[config.mk]
export PLATFORM = sky130hd
export DESIGN_NAME = mul4_eval_sequencer
export DESIGN_NICKNAME = d
export VERILOG_FILES = /design/src/rtl/mul4_eval_pkg.sv /design/src/rtl/mul4_vec_lfsr.sv /design/src/rtl/mul4_eval_sequencer.sv
export SDC_FILE = /design/constraint.sdc
export NUM_CORES = 2
export LEC_CHECK = 0
export CAP_MARGIN = 20
export CORE_UTILIZATION = 48
export DETAILED_ROUTE_END_ITERATION = 12
export PLACE_DENSITY = 0.77
export SYNTH_ARGS = -nofsm -noshare
export SYNTH_HDL_FRONTEND = slang
export SYNTH_SLANG_ARGS = --single-unit
export TNS_END_PERCENT = 20
[constraint.sdc]
create_clock -name clk -period 8.2 [get_ports clk]
set_input_delay 1.64 -clock clk [delete_from_list [all_inputs] [get_ports clk]]
set_output_delay 1.64 -clock clk [all_outputs]
set_load 0.05 [all_outputs]
[src/rtl/mul4_eval_pkg.sv]
// Shared types and constants for the mul4 candidate evaluation sequencer.
//   lane_t        : one 16-bit operand/result lane
//   eval_state_e  : sequencer FSM states
//   LFSR_TAPS     : feedback mask for the 64-bit Fibonacci LFSR (taps 64,63,61,60)
//   count_hits    : number of set bits in a 4-lane match vector
package mul4_eval_pkg;

    localparam int unsigned LANE_W = 16;

    typedef logic [LANE_W-1:0] lane_t;

    typedef enum logic [2:0] {
        IDLE,
        APPLY,
        SETTLE,
        COMPARE,
        DONE
    } eval_state_e;

    // Bit positions 63, 62, 60, 59 (taps 64, 63, 61, 60 in 1-based numbering).
    localparam logic [63:0] LFSR_TAPS = 64'hD800_0000_0000_0000;

    function automatic logic [2:0] count_hits(input logic [3:0] m);
        return {2'b00, m[0]} + {2'b00, m[1]} + {2'b00, m[2]} + {2'b00, m[3]};
    endfunction

endpackage

[src/rtl/mul4_vec_lfsr.sv]
// 64-bit Fibonacci LFSR producing one packed operand vector per step.
//   clk, rst_n : clock, async active-low reset (state clears to 0)
//   load_i     : load seed_i (DEFAULT_SEED substituted when seed_i is 0)
//   seed_i     : 64-bit seed
//   step_i     : advance one step (shift left, feedback into bit 0)
//   state_o    : current LFSR state
// load_i has priority over step_i.
module mul4_vec_lfsr
    import mul4_eval_pkg::*;
#(
    parameter logic [63:0] DEFAULT_SEED = 64'hACE1_1234_5A5A_0F0F
) (
    input  logic        clk,
    input  logic        rst_n,
    input  logic        load_i,
    input  logic [63:0] seed_i,
    input  logic        step_i,
    output logic [63:0] state_o
);

    logic [63:0] state_q;
    logic [63:0] state_d;

    always_comb begin
        state_d = state_q;
        if (load_i) begin
            // An all-zero state would lock the LFSR, so zero selects the default.
            state_d = (seed_i == '0) ? DEFAULT_SEED : seed_i;
        end else if (step_i) begin
            state_d = {state_q[62:0], ^(state_q & LFSR_TAPS)};
        end
    end

    always_ff @(posedge clk or negedge rst_n) begin
        if (!rst_n) begin
            state_q <= '0;
        end else begin
            state_q <= state_d;
        end
    end

    assign state_o = state_q;

endmodule

[src/rtl/mul4_eval_sequencer.sv]
// Sequencer and scorer for one mul4 candidate (combinational 4-lane multiplier).
// Drives LFSR-generated operands for NUM_VECTORS vectors, waits SETTLE_CYCLES
// per vector, then scores y3..y0 against the registered golden product.
//   clk, rst_n        : clock, async active-low reset
//   start_i, seed_i   : start pulse and LFSR seed (accepted in IDLE/DONE only)
//   busy_o, done_o    : run in progress / one-cycle completion pulse
//   a1_o..b0_o        : operand lanes to the candidate
//   y3_i..y0_i        : candidate result lanes
//   word_hits_o       : matching 16-bit result words
//   vec_hits_o        : vectors with all four words matching
module mul4_eval_sequencer
    import mul4_eval_pkg::*;
#(
    parameter int unsigned NUM_VECTORS   = 256,
    parameter int unsigned SETTLE_CYCLES = 2,
    parameter logic [63:0] DEFAULT_SEED  = 64'hACE1_1234_5A5A_0F0F,
    parameter int unsigned HIT_W         = $clog2(4 * NUM_VECTORS + 1)
) (
    input  logic              clk,
    input  logic              rst_n,
    input  logic              start_i,
    input  logic [63:0]       seed_i,
    output logic              busy_o,
    output logic              done_o,
    output logic [LANE_W-1:0] a1_o,
    output logic [LANE_W-1:0] a0_o,
    output logic [LANE_W-1:0] b1_o,
    output logic [LANE_W-1:0] b0_o,
    input  logic [LANE_W-1:0] y3_i,
    input  logic [LANE_W-1:0] y2_i,
    input  logic [LANE_W-1:0] y1_i,
    input  logic [LANE_W-1:0] y0_i,
    output logic [HIT_W-1:0]  word_hits_o,
    output logic [HIT_W-1:0]  vec_hits_o
);

    localparam int unsigned IDX_W = (NUM_VECTORS > 1) ? $clog2(NUM_VECTORS) : 1;
    localparam int unsigned SC_W  = (SETTLE_CYCLES > 1) ? $clog2(SETTLE_CYCLES) : 1;
    localparam logic [IDX_W-1:0] IDX_LAST    = IDX_W'(NUM_VECTORS - 1);
    localparam logic [SC_W-1:0]  SETTLE_LAST =
        SC_W'((SETTLE_CYCLES > 0) ? SETTLE_CYCLES - 1 : 0);

    eval_state_e      state_q, state_d;
    logic [IDX_W-1:0] idx_q, idx_d;
    logic [SC_W-1:0]  settle_q, settle_d;
    logic [63:0]      ops_q, ops_d;
    logic [63:0]      golden_q, golden_d;
    logic [HIT_W-1:0] word_hits_q, word_hits_d;
    logic [HIT_W-1:0] vec_hits_q, vec_hits_d;

    logic             lfsr_load;
    logic             lfsr_step;
    logic [63:0]      lfsr_state;
    logic [3:0]       lane_match;

    mul4_vec_lfsr #(
        .DEFAULT_SEED(DEFAULT_SEED)
    ) u_lfsr (
        .clk    (clk),
        .rst_n  (rst_n),
        .load_i (lfsr_load),
        .seed_i (seed_i),
        .step_i (lfsr_step),
        .state_o(lfsr_state)
    );

    assign lane_match[3] = (y3_i == lane_t'(golden_q[63:48]));
    assign lane_match[2] = (y2_i == lane_t'(golden_q[47:32]));
    assign lane_match[1] = (y1_i == lane_t'(golden_q[31:16]));
    assign lane_match[0] = (y0_i == lane_t'(golden_q[15:0]));

    always_comb begin
        state_d     = state_q;
        idx_d       = idx_q;
        settle_d    = settle_q;
        ops_d       = ops_q;
        golden_d    = golden_q;
        word_hits_d = word_hits_q;
        vec_hits_d  = vec_hits_q;
        lfsr_load   = 1'b0;
        lfsr_step   = 1'b0;

        unique case (state_q)
            IDLE, DONE: begin
                if (start_i) begin
                    lfsr_load   = 1'b1;
                    idx_d       = '0;
                    word_hits_d = '0;
                    vec_hits_d  = '0;
                    state_d     = APPLY;
                end else begin
                    state_d = IDLE;
                end
            end
            APPLY: begin
                // Operands and golden product both come from the same LFSR state,
                // so they stay aligned through SETTLE and COMPARE.
                ops_d    = lfsr_state;
                golden_d = 64'(lfsr_state[63:32]) * 64'(lfsr_state[31:0]);
                settle_d = '0;
                state_d  = (SETTLE_CYCLES == 0) ? COMPARE : SETTLE;
            end
            SETTLE: begin
                if (settle_q == SETTLE_LAST) begin
                    state_d = COMPARE;
                end else begin
                    settle_d = settle_q + SC_W'(1);
                end
            end
            COMPARE: begin
                word_hits_d = word_hits_q + HIT_W'(count_hits(lane_match));
                if (&lane_match) begin
                    vec_hits_d = vec_hits_q + HIT_W'(1);
                end
                lfsr_step = 1'b1;
                idx_d     = idx_q + IDX_W'(1);
                state_d   = (idx_q == IDX_LAST) ? DONE : APPLY;
            end
            default: begin
                state_d = IDLE;
            end
        endcase
    end

    always_ff @(posedge clk or negedge rst_n) begin
        if (!rst_n) begin
            state_q     <= IDLE;
            idx_q       <= '0;
            settle_q    <= '0;
            ops_q       <= '0;
            golden_q    <= '0;
            word_hits_q <= '0;
            vec_hits_q  <= '0;
        end else begin
            state_q     <= state_d;
            idx_q       <= idx_d;
            settle_q    <= settle_d;
            ops_q       <= ops_d;
            golden_q    <= golden_d;
            word_hits_q <= word_hits_d;
            vec_hits_q  <= vec_hits_d;
        end
    end

    assign busy_o      = (state_q == APPLY) || (state_q == SETTLE) || (state_q == COMPARE);
    assign done_o      = (state_q == DONE);
    assign a1_o        = lane_t'(ops_q[63:48]);
    assign a0_o        = lane_t'(ops_q[47:32]);
    assign b1_o        = lane_t'(ops_q[31:16]);
    assign b0_o        = lane_t'(ops_q[15:0]);
    assign word_hits_o = word_hits_q;
    assign vec_hits_o  = vec_hits_q;

endmodule
======== Word level (Yosys, flattened, before mapping) ========
Cells that the tools add are included.
word-level totals
  input bits .............................. 131
  word-level logic and storage cells ...... 58
  output and inout port bits .............. 88
  bits in registers ....................... 226
operators by class
  add/sub/neg operators ................... 7
  eq/ne operators ......................... 12
  mux-type cells .......................... 18
  reduce and logical (&&, ||, !) cells .... 12
  $mul .................................... 1
operators with widths
  operator                                                         count
  64-bit two-way mux                                               3
  16-bit == test                                                   4
  64-bit logical NOT                                               1
  32-bit by 32-bit multiplier with 64-bit output                   1
  64-bit parity                                                    1
  11-bit one-hot mux with 2 select lines                           2
  11-bit two-way mux                                               2
  8-bit one-hot mux with 2 select lines                            1
  3-bit one-hot mux with 4 select lines                            1
  11-bit by 1-bit adder with 11-bit output, second input constant  1
  11-bit by 3-bit adder with 11-bit output                         1
  8-bit by 1-bit adder with 8-bit output, second input constant    1
  8-bit == test, second input constant                             1
  8-bit two-way mux                                                1
  3-bit by 2-bit == test with 1-bit output, second input constant  2
  3-bit two-way mux                                                2
  2-bit != test, second input constant                             3
  2-bit nonzero test                                               3
  1-bit two-way mux                                                5
  4-bit AND reduction                                              1
  2-bit by 1-bit adder with 3-bit output                           1
  3-bit by 1-bit adder with 3-bit output                           1
  3-bit by 1-bit == test with 1-bit output, second input constant  1
  3-bit == test, second input constant                             1
  other kinds (8)                                                  9

======== Logic depth before layout (Yosys ltp) ========
  word-level depth ........................ 6
  depth in mapped cells ................... 28
  mapped depth without buffers ............ 25

======== Cells and area by module ========
From an unflattened synthesis, not the netlist that was laid out.
unflattened totals
  cells, all modules ...................... 4,723
  area, all modules ....................... 43,401.6 um^2
by module, submodules not included
  module               cells each  instances  area an instance (um^2)
  mul4_eval_sequencer  4,450       1          40,299.9
  mul4_vec_lfsr        273         1          3,101.7

======== Worst setup path after synthesis ========
No wires, ideal clock.
  kind .................................... reg2reg
  start point ............................. reg u_lfsr.state_q[8], in the netlist u_lfsr.state_o[8]
  end point ............................... reg golden_q[62]
  data arrival time ....................... 7.108 ns
  cell stages (with the launch flop) ...... 24
  setup slack ............................. 0.968 ns
  required time ........................... 8.076 ns
  cell sequence ........................... dfrtp_1 clkbuf_1 clkbuf_1 and2_1 fa_1 fa_1 inv_1 fa_1 fa_1 fa_1 inv_1 fa_1 fa_1 fa_1 ha_1 and3_4 nand2_4 or4_4 a21oi_2 o2111ai_2 a21o_1 o41ai_4 a21oi_1 a211o_1
on the way
  word-level cells in the longest chain between the ends .. 1
RTL lines
  element                                         RTL line                    source
  from (decl)                                     mul4_vec_lfsr.sv:21         logic [63:0] state_q;
  from (signal assigned)                          mul4_vec_lfsr.sv:38         state_q <= state_d;
  32-bit by 32-bit multiplier with 64-bit output  mul4_eval_sequencer.sv:99   golden_d = 64'(lfsr_state[63:32]) * 64'(lfsr_state[31:0]);
  to (signal assigned)                            mul4_eval_sequencer.sv:139  golden_q <= golden_d;
  to (decl)                                       mul4_eval_sequencer.sv:47   logic [63:0] golden_q, golden_d;
Every way passes these cells.
A chain may end at the register's enable or synchronous reset.

======== Worst setup path after layout ========
  start point ............................. reg u_lfsr.state_q[13], in the netlist u_lfsr.state_o[13]
  end point ............................... reg golden_q[55]
The elaborated chain is that of the path after synthesis.

==> impl_results.md <==
* Outcome: completed
* Antenna cell count at 0
* Met2 wire len at roughly 63 mm
* Pins Over Slew Limit at 0
* Initial core utilization at 48.4%
* Top cell by count, worst path: fa_1
* Top achievable clock speed at about 130 MHz
* Largest fanout of any net on the critical path at 16
* Minimum setup slack after placement at -0.00843 ns
* Count of flip-flops with a built-in enable after synthesis at 0
* Height of the die at between 300 and 400 um
* Min-Delay Path Class: reg -> reg
* Total routing usage reported by global routing at approximately 29%
* Hold WS at ~0.47 ns
* Placer Congestion at about 0.94
* Share of post-route cells with drive strength above 1 at roughly 4.5%
* Beginning of the worst register-to-register path: u_lfsr.state_o[13]
* Slew at the pin closest to its max-slew limit at ~1.1 ns
* Normalized max-slew margin at 28.3%
* Most numerous cell types in the synthesized netlist: 899 x fa_1, 881 x inv_1, 858 x nand2_1
* Post-Place Cells at between 6000 and 7000
* Portion of synthesized cell area occupied by the leading cell type at roughly 41%
* I/O pin cnt at 219
* Number of gates resized after CTS at 1
* Ratio of final minimum period to clock period at a little over nine tenths
* Hpwl dp at roughly 100 mm
* Worst stage delay on the critical path at approximately 0.75 ns
* Number of clock sinks at roughly 230
* Critical Path AT at roughly 8.4 ns
* Antenna violations before repair at 3
* DR pass1 iterations at 5
* Share of synthesized area occupied by flip-flops and latches at 13.0%
* Area growth, synth to finish at 10.8%
* Std cell rows at 110
* Ordered list of cells on the worst path: buf_4 -> and2_1 -> fa_1 -> inv_1 -> fa_1 -> fa_1 -> fa_1 -> inv_1 -> fa_1 -> fa_1 -> fa_1 -> fa_1 -> ha_1 -> and4_1 -> nand3_1 -> nor4_1 -> o21ai_0 -> nand2_1 -> o31ai_4 -> o41ai_1 -> xnor2_1 -> o21ai_0
* Largest net degree at the start of global routing at 98
* Setup Fix Bufs, Post-CTS at 0
* Dominant register cell in the synthesized netlist: dfrtp_1
* Setup Viol. Count Final at 0
* Nature of the critical path startpoint: flip-flop
* Sum of overflow across all layers after global routing at 0
* Amount of wire on met3 after detailed routing at approximately 8 mm
* Hold Startpoint: ops_q[4]
* Drt via density at around 5.5
* Routed len/inst at between 20 and 25 um
* Setup Crit Path Kind: reg -> reg
* Uppermost layer routed: met5
* Wire length reported by the detailed router at about 130 mm
* Max Root-Sink Buffers at 3
* Die Outline Area at between 90000 and 100000 um2
* Library cell occupying the most area in the post-synthesis netlist: fa_1
* Buffers on Ports at approximately 220
* # hold bufs at CTS at 0
* Vias in the first global route at about 37000
* Clock Latency Late Sink at roughly 0.6 ns
* Clock tree from TritonCTS: built
* Inserted Clock Buffers at 34
* Avg Cell Area, Syn at around 9.0 um2
* Worst clock skew on the final layout at 0.0304 ns
* Max-cap violation count at 0
* Number of cells produced by synthesis at just under 5000
* DR DRC count at 0
* Count leader, synth: fa_1
* Global-route wire length before repair at 201 mm
* Routed via count at ~34000
* Number of design-rule violations left by the first detailed-router iteration at roughly 2500
* Async SR Flop Fraction at 100%
* Total number of H-tree levels at 2
* Min cycle time layout at around 8 ns
* Finished Layout Cells at around 6100
* Clock-pin slew on the worst setup and hold paths at approximately 0.06 ns
* Number of warnings reported in the yosys synthesis log at 0
* Library cell contributing the largest single delay on the critical path: dfrtp_1
* Routed metal-1 wire length at 45.3 mm
* Top area cells in the synthesized netlist: fa_1 41%, dfrtp_1 13%, and2_1 8.8%, ha_1 7.6%, inv_1 7.6%
* Synthesized cell area at around 44000 um2
* Root Driver: clkbuf_16
* Final hold vios at 0
* Unrepaired setup endpoints after global routing: false
* Worst path setup slack after routing at ~0.21 ns
* Width of the chip at between 300 and 400 um
* Number of distinct library cells after synthesis at 67
* Post-layout nets at 6218
* Launching instance or port of the critical path: u_lfsr.state_o[13]
* Mapped Nets at 6143
* Flops & latches, synth at about 230
* Required time of the critical path at 8.64 ns
* Routed Antenna Nets at 0
* Core Box Area at between 90000 and 100000 um2
* Type of element capturing the critical path: flip-flop
==> area by class of cell <==
| class | count | area [um2] |
|---|---|---|
| Inverter | 881 | 3310 |
| Sequential cell | 226 | 5680 |
| Timing Repair Buffer | 346 | 3160 |
| Multi-Input combinational cell | 3433 | 33500 |
| Clock buffer | 43 | 945 |
| Fill cell | 7991 | 41800 |
| Clock inverter | 18 | 184 |
| Tap cell | 1176 | 1470 |
==> layout by cell type (no fill, tap or decap), types with 6 or more instances in the layout <==
cell type	Yosys	layout
o31ai_1	8	8
o211ai_1	7	7
clkdlybuf4s50_1	0	217
nand4_1	42	42
xnor2_1	86	86
clkinv_2	0	6
nor2_1	92	91
ha_1	266	266
a211oi_1	8	8
nor2b_1	8	8
nand3_1	30	30
a31oi_1	48	48
dfrtp_2	0	13
xor2_1	41	41
and3_1	14	14
nand2b_1	9	9
buf_4	1	126
fa_1	899	899
a21oi_1	70	70
nor4_1	27	23
and2_1	615	613
or3_1	10	10
a21o_1	45	45
a22oi_1	22	22
nor3_1	16	16
o21ai_0	141	141
dfrtp_1	226	212
o21a_1	8	8
nand2_1	858	855
clkbuf_8	0	6
inv_1	881	881
clkbuf_16	0	34
o21bai_1	13	13
==> per-stage QoR <==
stage / cell area [um2] / util, % / TNS (ns)
after floorplan: 43600 / - / 0
after global placement: 47100 / 52.3 / 0
after detailed placement: 47100 / 52.3 / -0.00843
after CTS: 48200 / 53.6 / 0
after global routing: 48200 / 53.6 / 0
final: 48200 / 53.6 / 0
==> state kept, by name, indices dropped and copies added, names as in the netlist <==
signal,cells
idx_q,8
golden_q,64
word_hits_o,11
state_q,3
vec_hits_o,11
ops_q,64
u_lfsr.state_o,64
settle_q,1
==> path summary, 6_finish.rpt <==
path	to	slack, ns	depth (start not counted)
setup / recovery	golden_q[55]	0.21	22
hold / removal	ops_q[4]	0.47	2
setup reg to reg	golden_q[55]	0.21	22
hold reg to reg	ops_q[4]	0.47	2
max in group asynchronous	u_lfsr.state_o[23]	5.76	2
min in group asynchronous	ops_q[32]	1.03	1
==> metal layers <==
metal	global-route usage [%]	up-vias
met5	0	-
met4	19.5	4
met3	4.13	476
met2	48.8	1416
met1	33.3	17400
li1	-	14600
==> worst max-delay path, delay by kind of cell (launching register included) <==
family,cells,cell delay [ns]
AOI/OAI and AO/OA,4,0.80
xor gates and xnor gates,1,0.18
adders and majority gates,9,4.41
buffers and inverters,3,0.48
DFF,1,0.75
and+or+nand+nor,5,1.18
==> cells by family after synthesis <==
family	after synthesis	synth area share (%)
xor gates and xnor gates	127	2.55
adders and majority gates	1165	49.0
muxes	2	0.0460
buffers and inverters	1188	10.3
AOI/OAI and AO/OA	402	5.74
and+or+nand+nor	1737	19.5
DFF	226	13.0
Power is not shown: default switching activity piles up to over one toggle a cycle in this logic, so the estimate is an artifact.
